## src/rtl/vec_lane_alu_seq.sv

```systemverilog
// Multi-cycle vector ALU. The operands are captured when a request is
// accepted. After that the unit computes one S-bit lane per clock, and the
// full vector is available on result while done is high.
//
// Handshake: start is a request with no ready/ack. It is accepted on any
// rising edge where busy=0 and start=1, which covers the IDLE state and the
// DONE cycle. It is ignored while busy=1. done is high for exactly one cycle
// per accepted request. The consumer must capture result during that cycle,
// because a back-to-back request clears result on the next edge.
module vec_lane_alu_seq #(
  parameter int S = 32,
  parameter int V = 192
) (
  input  logic         clk,
  input  logic         rst_n,
  input  logic         start,
  input  logic [1:0]   op,
  input  logic         use_scalar,
  input  logic [V-1:0] vec_a,
  input  logic [V-1:0] vec_b,
  input  logic [S-1:0] scal,
  output logic         busy,
  output logic         done,
  output logic [V-1:0] result
);

  localparam int LANES = V / S;
  localparam int CW    = (LANES > 1) ? $clog2(LANES) : 1;
  localparam int SHW   = $clog2(S);
  localparam logic [CW-1:0] LAST_LANE = CW'(LANES - 1);

  localparam logic [1:0] OP_ADD = 2'b00;
  localparam logic [1:0] OP_SUB = 2'b01;
  localparam logic [1:0] OP_MUL = 2'b10;
  localparam logic [1:0] OP_SLL = 2'b11;

  typedef enum logic [1:0] {
    IDLE = 2'd0,
    RUN  = 2'd1,
    DONE = 2'd2
  } state_t;

  state_t        r_state;
  state_t        w_state_nxt;
  logic [CW-1:0] r_cnt;
  logic [1:0]    r_op;
  logic [V-1:0]  r_a;
  logic [V-1:0]  r_b;
  logic [S-1:0]  r_res [LANES];
  logic          r_busy;
  logic          r_done;

  logic          w_accept;
  logic [V-1:0]  w_b_in;
  logic [S-1:0]  w_a_lane [LANES];
  logic [S-1:0]  w_b_lane [LANES];
  logic [S-1:0]  w_a_sel;
  logic [S-1:0]  w_b_sel;
  logic [S-1:0]  w_lane_res;

  // A request is taken whenever the unit is not computing.
  assign w_accept = start && (r_state != RUN);

  // Resolve the broadcast at accept time so the lane datapath only ever sees
  // a vector operand B.
  assign w_b_in = use_scalar ? {LANES{scal}} : vec_b;

  for (genvar g = 0; g < LANES; g++) begin : g_lane
    assign w_a_lane[g]        = r_a[g*S +: S];
    assign w_b_lane[g]        = r_b[g*S +: S];
    assign result[g*S +: S]   = r_res[g];
  end

  assign w_a_sel = w_a_lane[r_cnt];
  assign w_b_sel = w_b_lane[r_cnt];

  // Single lane ALU: unsigned and modulo 2^S. MUL keeps the low half of the
  // product, and SLL uses only the low log2(S) bits of B.
  always_comb begin
    w_lane_res = '0;
    case (r_op)
      OP_ADD:  w_lane_res = w_a_sel + w_b_sel;
      OP_SUB:  w_lane_res = w_a_sel - w_b_sel;
      OP_MUL:  w_lane_res = w_a_sel * w_b_sel;
      OP_SLL:  w_lane_res = w_a_sel << w_b_sel[SHW-1:0];
      default: w_lane_res = '0;
    endcase
  end

  // Next-state logic: IDLE/DONE -> RUN on accept; RUN walks every lane,
  // then spends exactly one cycle in DONE.
  always_comb begin
    w_state_nxt = r_state;
    case (r_state)
      IDLE:    w_state_nxt = start ? RUN : IDLE;
      RUN:     w_state_nxt = (r_cnt == LAST_LANE) ? DONE : RUN;
      DONE:    w_state_nxt = start ? RUN : IDLE;
      default: w_state_nxt = IDLE;
    endcase
  end

  // State register. busy and done are flops loaded from the next state, so
  // they have no combinational path from the inputs.
  always_ff @(posedge clk or negedge rst_n) begin
    if (!rst_n) begin
      r_state <= IDLE;
      r_busy  <= 1'b0;
      r_done  <= 1'b0;
    end else begin
      r_state <= w_state_nxt;
      r_busy  <= (w_state_nxt == RUN);
      r_done  <= (w_state_nxt == DONE);
    end
  end

  // Operand capture. The inputs are free to change after the accept edge.
  always_ff @(posedge clk or negedge rst_n) begin
    if (!rst_n) begin
      r_op <= '0;
      r_a  <= '0;
      r_b  <= '0;
    end else if (w_accept) begin
      r_op <= op;
      r_a  <= vec_a;
      r_b  <= w_b_in;
    end
  end

  // Lane counter: cleared on accept, advanced once per RUN cycle.
  always_ff @(posedge clk or negedge rst_n) begin
    if (!rst_n) begin
      r_cnt <= '0;
    end else if (w_accept) begin
      r_cnt <= '0;
    end else if (r_state == RUN && r_cnt != LAST_LANE) begin
      r_cnt <= r_cnt + 1'b1;
    end
  end

  // Result lanes: cleared on accept. Each RUN cycle writes only the current
  // lane, and the value is held in IDLE until the next accept.
  always_ff @(posedge clk or negedge rst_n) begin
    if (!rst_n) begin
      for (int i = 0; i < LANES; i++) r_res[i] <= '0;
    end else if (w_accept) begin
      for (int i = 0; i < LANES; i++) r_res[i] <= '0;
    end else if (r_state == RUN) begin
      r_res[r_cnt] <= w_lane_res;
    end
  end

  assign busy = r_busy;
  assign done = r_done;

endmodule

```

## config.mk

```make
export PLATFORM = sky130hd
export DESIGN_NAME = vec_lane_alu_seq
export DESIGN_NICKNAME = d
export VERILOG_FILES = /design/src/rtl/vec_lane_alu_seq.sv
export SDC_FILE = /design/constraint.sdc
export NUM_CORES = 2
export LEC_CHECK = 0
export BUFFER_PORTS_ARGS = -buffer_cell sky130_fd_sc_hd__buf_2
export CAP_MARGIN = 20
export CORE_MARGIN = 4
export CORE_UTILIZATION = 50
export CTS_BUF_LIST = sky130_fd_sc_hd__clkbuf_8
export DETAILED_ROUTE_END_ITERATION = 16
export GPL_TIMING_DRIVEN = 1
export HOLD_SLACK_MARGIN = 0.05
export PLACE_DENSITY = 0.8
export SLEW_MARGIN = 15
export SYNTH_ARGS = -nofsm -noshare
export SYNTH_HDL_FRONTEND = slang
export SYNTH_SLANG_ARGS = --single-unit
```

## constraint.sdc

```tcl
create_clock -name clk -period 24 [get_ports clk]
set_input_delay 4.8 -clock clk [delete_from_list [all_inputs] [get_ports clk]]
set_output_delay 4.8 -clock clk [all_outputs]
set_load 0.01 [all_outputs]
```

==> run metrics <==
wire length per cell ~24 um; peak fanout along the critical path 61; Tightest Pin Transition 1.18 ns; Max Freq roughly 90 MHz; H-tree depth 3; share of synthesized registers carrying an async set or reset 1.00; Final Max Tran Viols 0; DR vias 40.7k; layout cell share with drive strength beyond 1 0.182; final wirelength 162 mm; Hold Crit Class reg -> reg; final period utilization 0.474; Crit. Startpoint r_cnt[0]; Crit-path slowest cell a2111oi_0; nets roughly 6.6k; DP Wirelength about 120 mm; WP depth 33; Final TNS setup 0 ns; Reg-to-Reg Start r_cnt[0]; critical path endpoint result[92]; endpoints failing setup 0; Post-synth EDFFs 0; unrepaired setup endpoints after global routing no; clock root cell clkbuf_8; MaxCap Viol Count 0; Setup CP Type reg -> reg; Top delay family on crit path adder cells; Post-CTS Setup Bufs 0; Yosys cell types about 90; die area 96000 um2; GRT Residual Overflow 0; Buf/Inv on CP 10; CTS sink cnt between 500 and 600; row count 110; dominant synthesized flop cell dfrtp_1; sequential fraction of the synthesis area 0.321; Mapped Area 45600 um2; initial antenna violation count 9; # hold bufs at CTS 0; Max clock buf depth 3; first-pass GRT wire length 245 mm; Initial DRC Count between 4k and 5k; total CTS buffers 93; overall routing resource usage 0.337; # port buffers between 600 and 700; CP peak stage delay 1.00 ns; placement-stage cell area 49400 um2; P&R area growth vs syn 12.8%; clock-pin slew on the worst setup and hold paths 0.06 ns; DRC 0; DR pass1 iterations 7; Yosys top cell by area dfrtp_1; number of global-route vias before repair roughly 40k; Resize count post-CTS 0; Initial Util 0.505; R2R depth 33; post-synth top area share 0.321; largest net degree at the start of global routing between 200 and 300; Boundary Pins ~600; Fin Clk Skew 0.0429 ns; Reg-to-Reg End result[92]; clk_lat worst skew between 0.7 and 0.8 ns; Post-Synthesis Net Count 6168; startpoint types flip-flop; R2R Setup Slk ~13 ns; Synth Warn # 0; tightest slew margin relative to the limit 0.215; Post-synth top cells nand2_1 (984), dfrtp_1 (585), nor2_1 (446); minimum hold slack 0.473 ns; placeable core area approximately 90000 um2; Synth Area per Inst just under 9 um2; Chip Height just over 300 um; Most common cell on crit path fa_1; Worst EP required 24.58 ns; count leader, synth nand2_1; DR vias/cell between 5 and 6; #FFs+latches synth ~590; status finished, final reports clean; CTS tree yes; Mapped Cells between 5k and 6k; Hold Crit Start r_a[191]; Die X-Extent 310 um; Routed Antenna Nets 0; Final Util 0.570; top post-synthesis cells by area dfrtp_1 (32%), fa_1 (18%), nand2_1 (8.1%); final hold vios 0; CP arrival ~12 ns; post-route cell area ~51000 um2; CP endpoint kind flip-flop; GPL Wtd Cong 1.06; post-layout min period between 10 and 15 ns
how the worst min path moves through the flow:
stage	end	cells past startpoint	slack, ns
3_5_place_dp	r_a[30]	2	0.46
6_report	r_a[191]	2	0.47
4_1_cts	r_a[30]	2	0.47
2_1_floorplan	r_a[136]	2	0.44
5_1_grt	r_a[190]	2	0.49
3_3_place_gp	r_a[137]	2	0.45
through the flow:
stage                     setup WS, ns  cells
after CTS                        12.87   6864
after global placement           13.01   6695
after detailed placement         12.83   6697
final                            12.62   6872
after floorplan                  15.03   5178
after global routing             12.46   6870
layer usage:
metal	GRT usage	share of wire	vias to the layer above
met5	0	0.00034	-
met4	0.179	0.063	8
met3	0.0870	0.11	561
met2	0.525	0.45	2559
met1	0.436	0.38	19800
li1	-	-	17800
cells in the final DEF (no fill, tap or decap), types with 6 or more instances in the layout:
master / instances
nand2_1: 980
buf_2: 615
dfrtp_1: 582
inv_1: 456
nor2_1: 445
o21ai_0: 424
fa_1: 409
a21oi_1: 297
nand3_1: 208
ha_1: 159
mux2i_1: 136
clkbuf_8: 114
buf_4: 101
xnor2_1: 94
mux2_2: 76
and2_1: 50
or2_2: 34
xor2_1: 32
a21o_1: 31
a31oi_1: 29
nand2b_1: 27
a22oi_1: 26
o21ai_1: 24
nor2b_1: 19
nor3_1: 18
o221ai_1: 17
mux4_2: 15
o31ai_1: 15
and3_1: 15
o22ai_1: 14
a222oi_1: 11
a211oi_1: 10
clkinv_2: 10
o21a_1: 9
o21bai_1: 9
o211ai_1: 9
clkinv_1: 8
o22a_1: 7
or3_1: 7
a221oi_1: 6
final cells by class:
class                      count  area (um2)
antenna                        5        12.5
multi-input combinational   3782       27800
fill                        8004       38800
clock buffer                 114        1570
inverter                     434        1630
clock inverter                53         342
timing repair buffer         723        3950
tap                         1176        1470
sequential                   585       14700
kinds of logic (layout without fill, tap and decap cells):
kind of cell	count (synthesis)	count (layout)	synth area share
AOI/OAI and AO/OA	1008	1008	0.129
DFF	585	585	0.321
xor gates and xnor gates	130	130	0.0262
other	0	5	0
adders and majority gates	568	568	0.223
and+or+nand+nor	1841	1841	0.170
muxes	235	235	0.0587
buffers and inverters	811	1324	0.0721
registers in the layout, summed over array words and instances (netlist names):
name     flops
busy         1
done         1
r_a        192
r_b        192
r_cnt        3
r_op         2
r_state      2
result     192
worst reg2reg max path: cells and delay by family (launching register included):
kind	cells	cell delay, ns
buffers and inverters	10	2.80
adders and majority gates	9	3.89
DFF	1	0.69
muxes	1	0.43
AOI/OAI and AO/OA	12	3.21
and+or+nand+nor	1	0.22
Power is left out: the tool's default activity adds up to more than one toggle a clock period on the data nets, which glitch-free logic cannot reach.
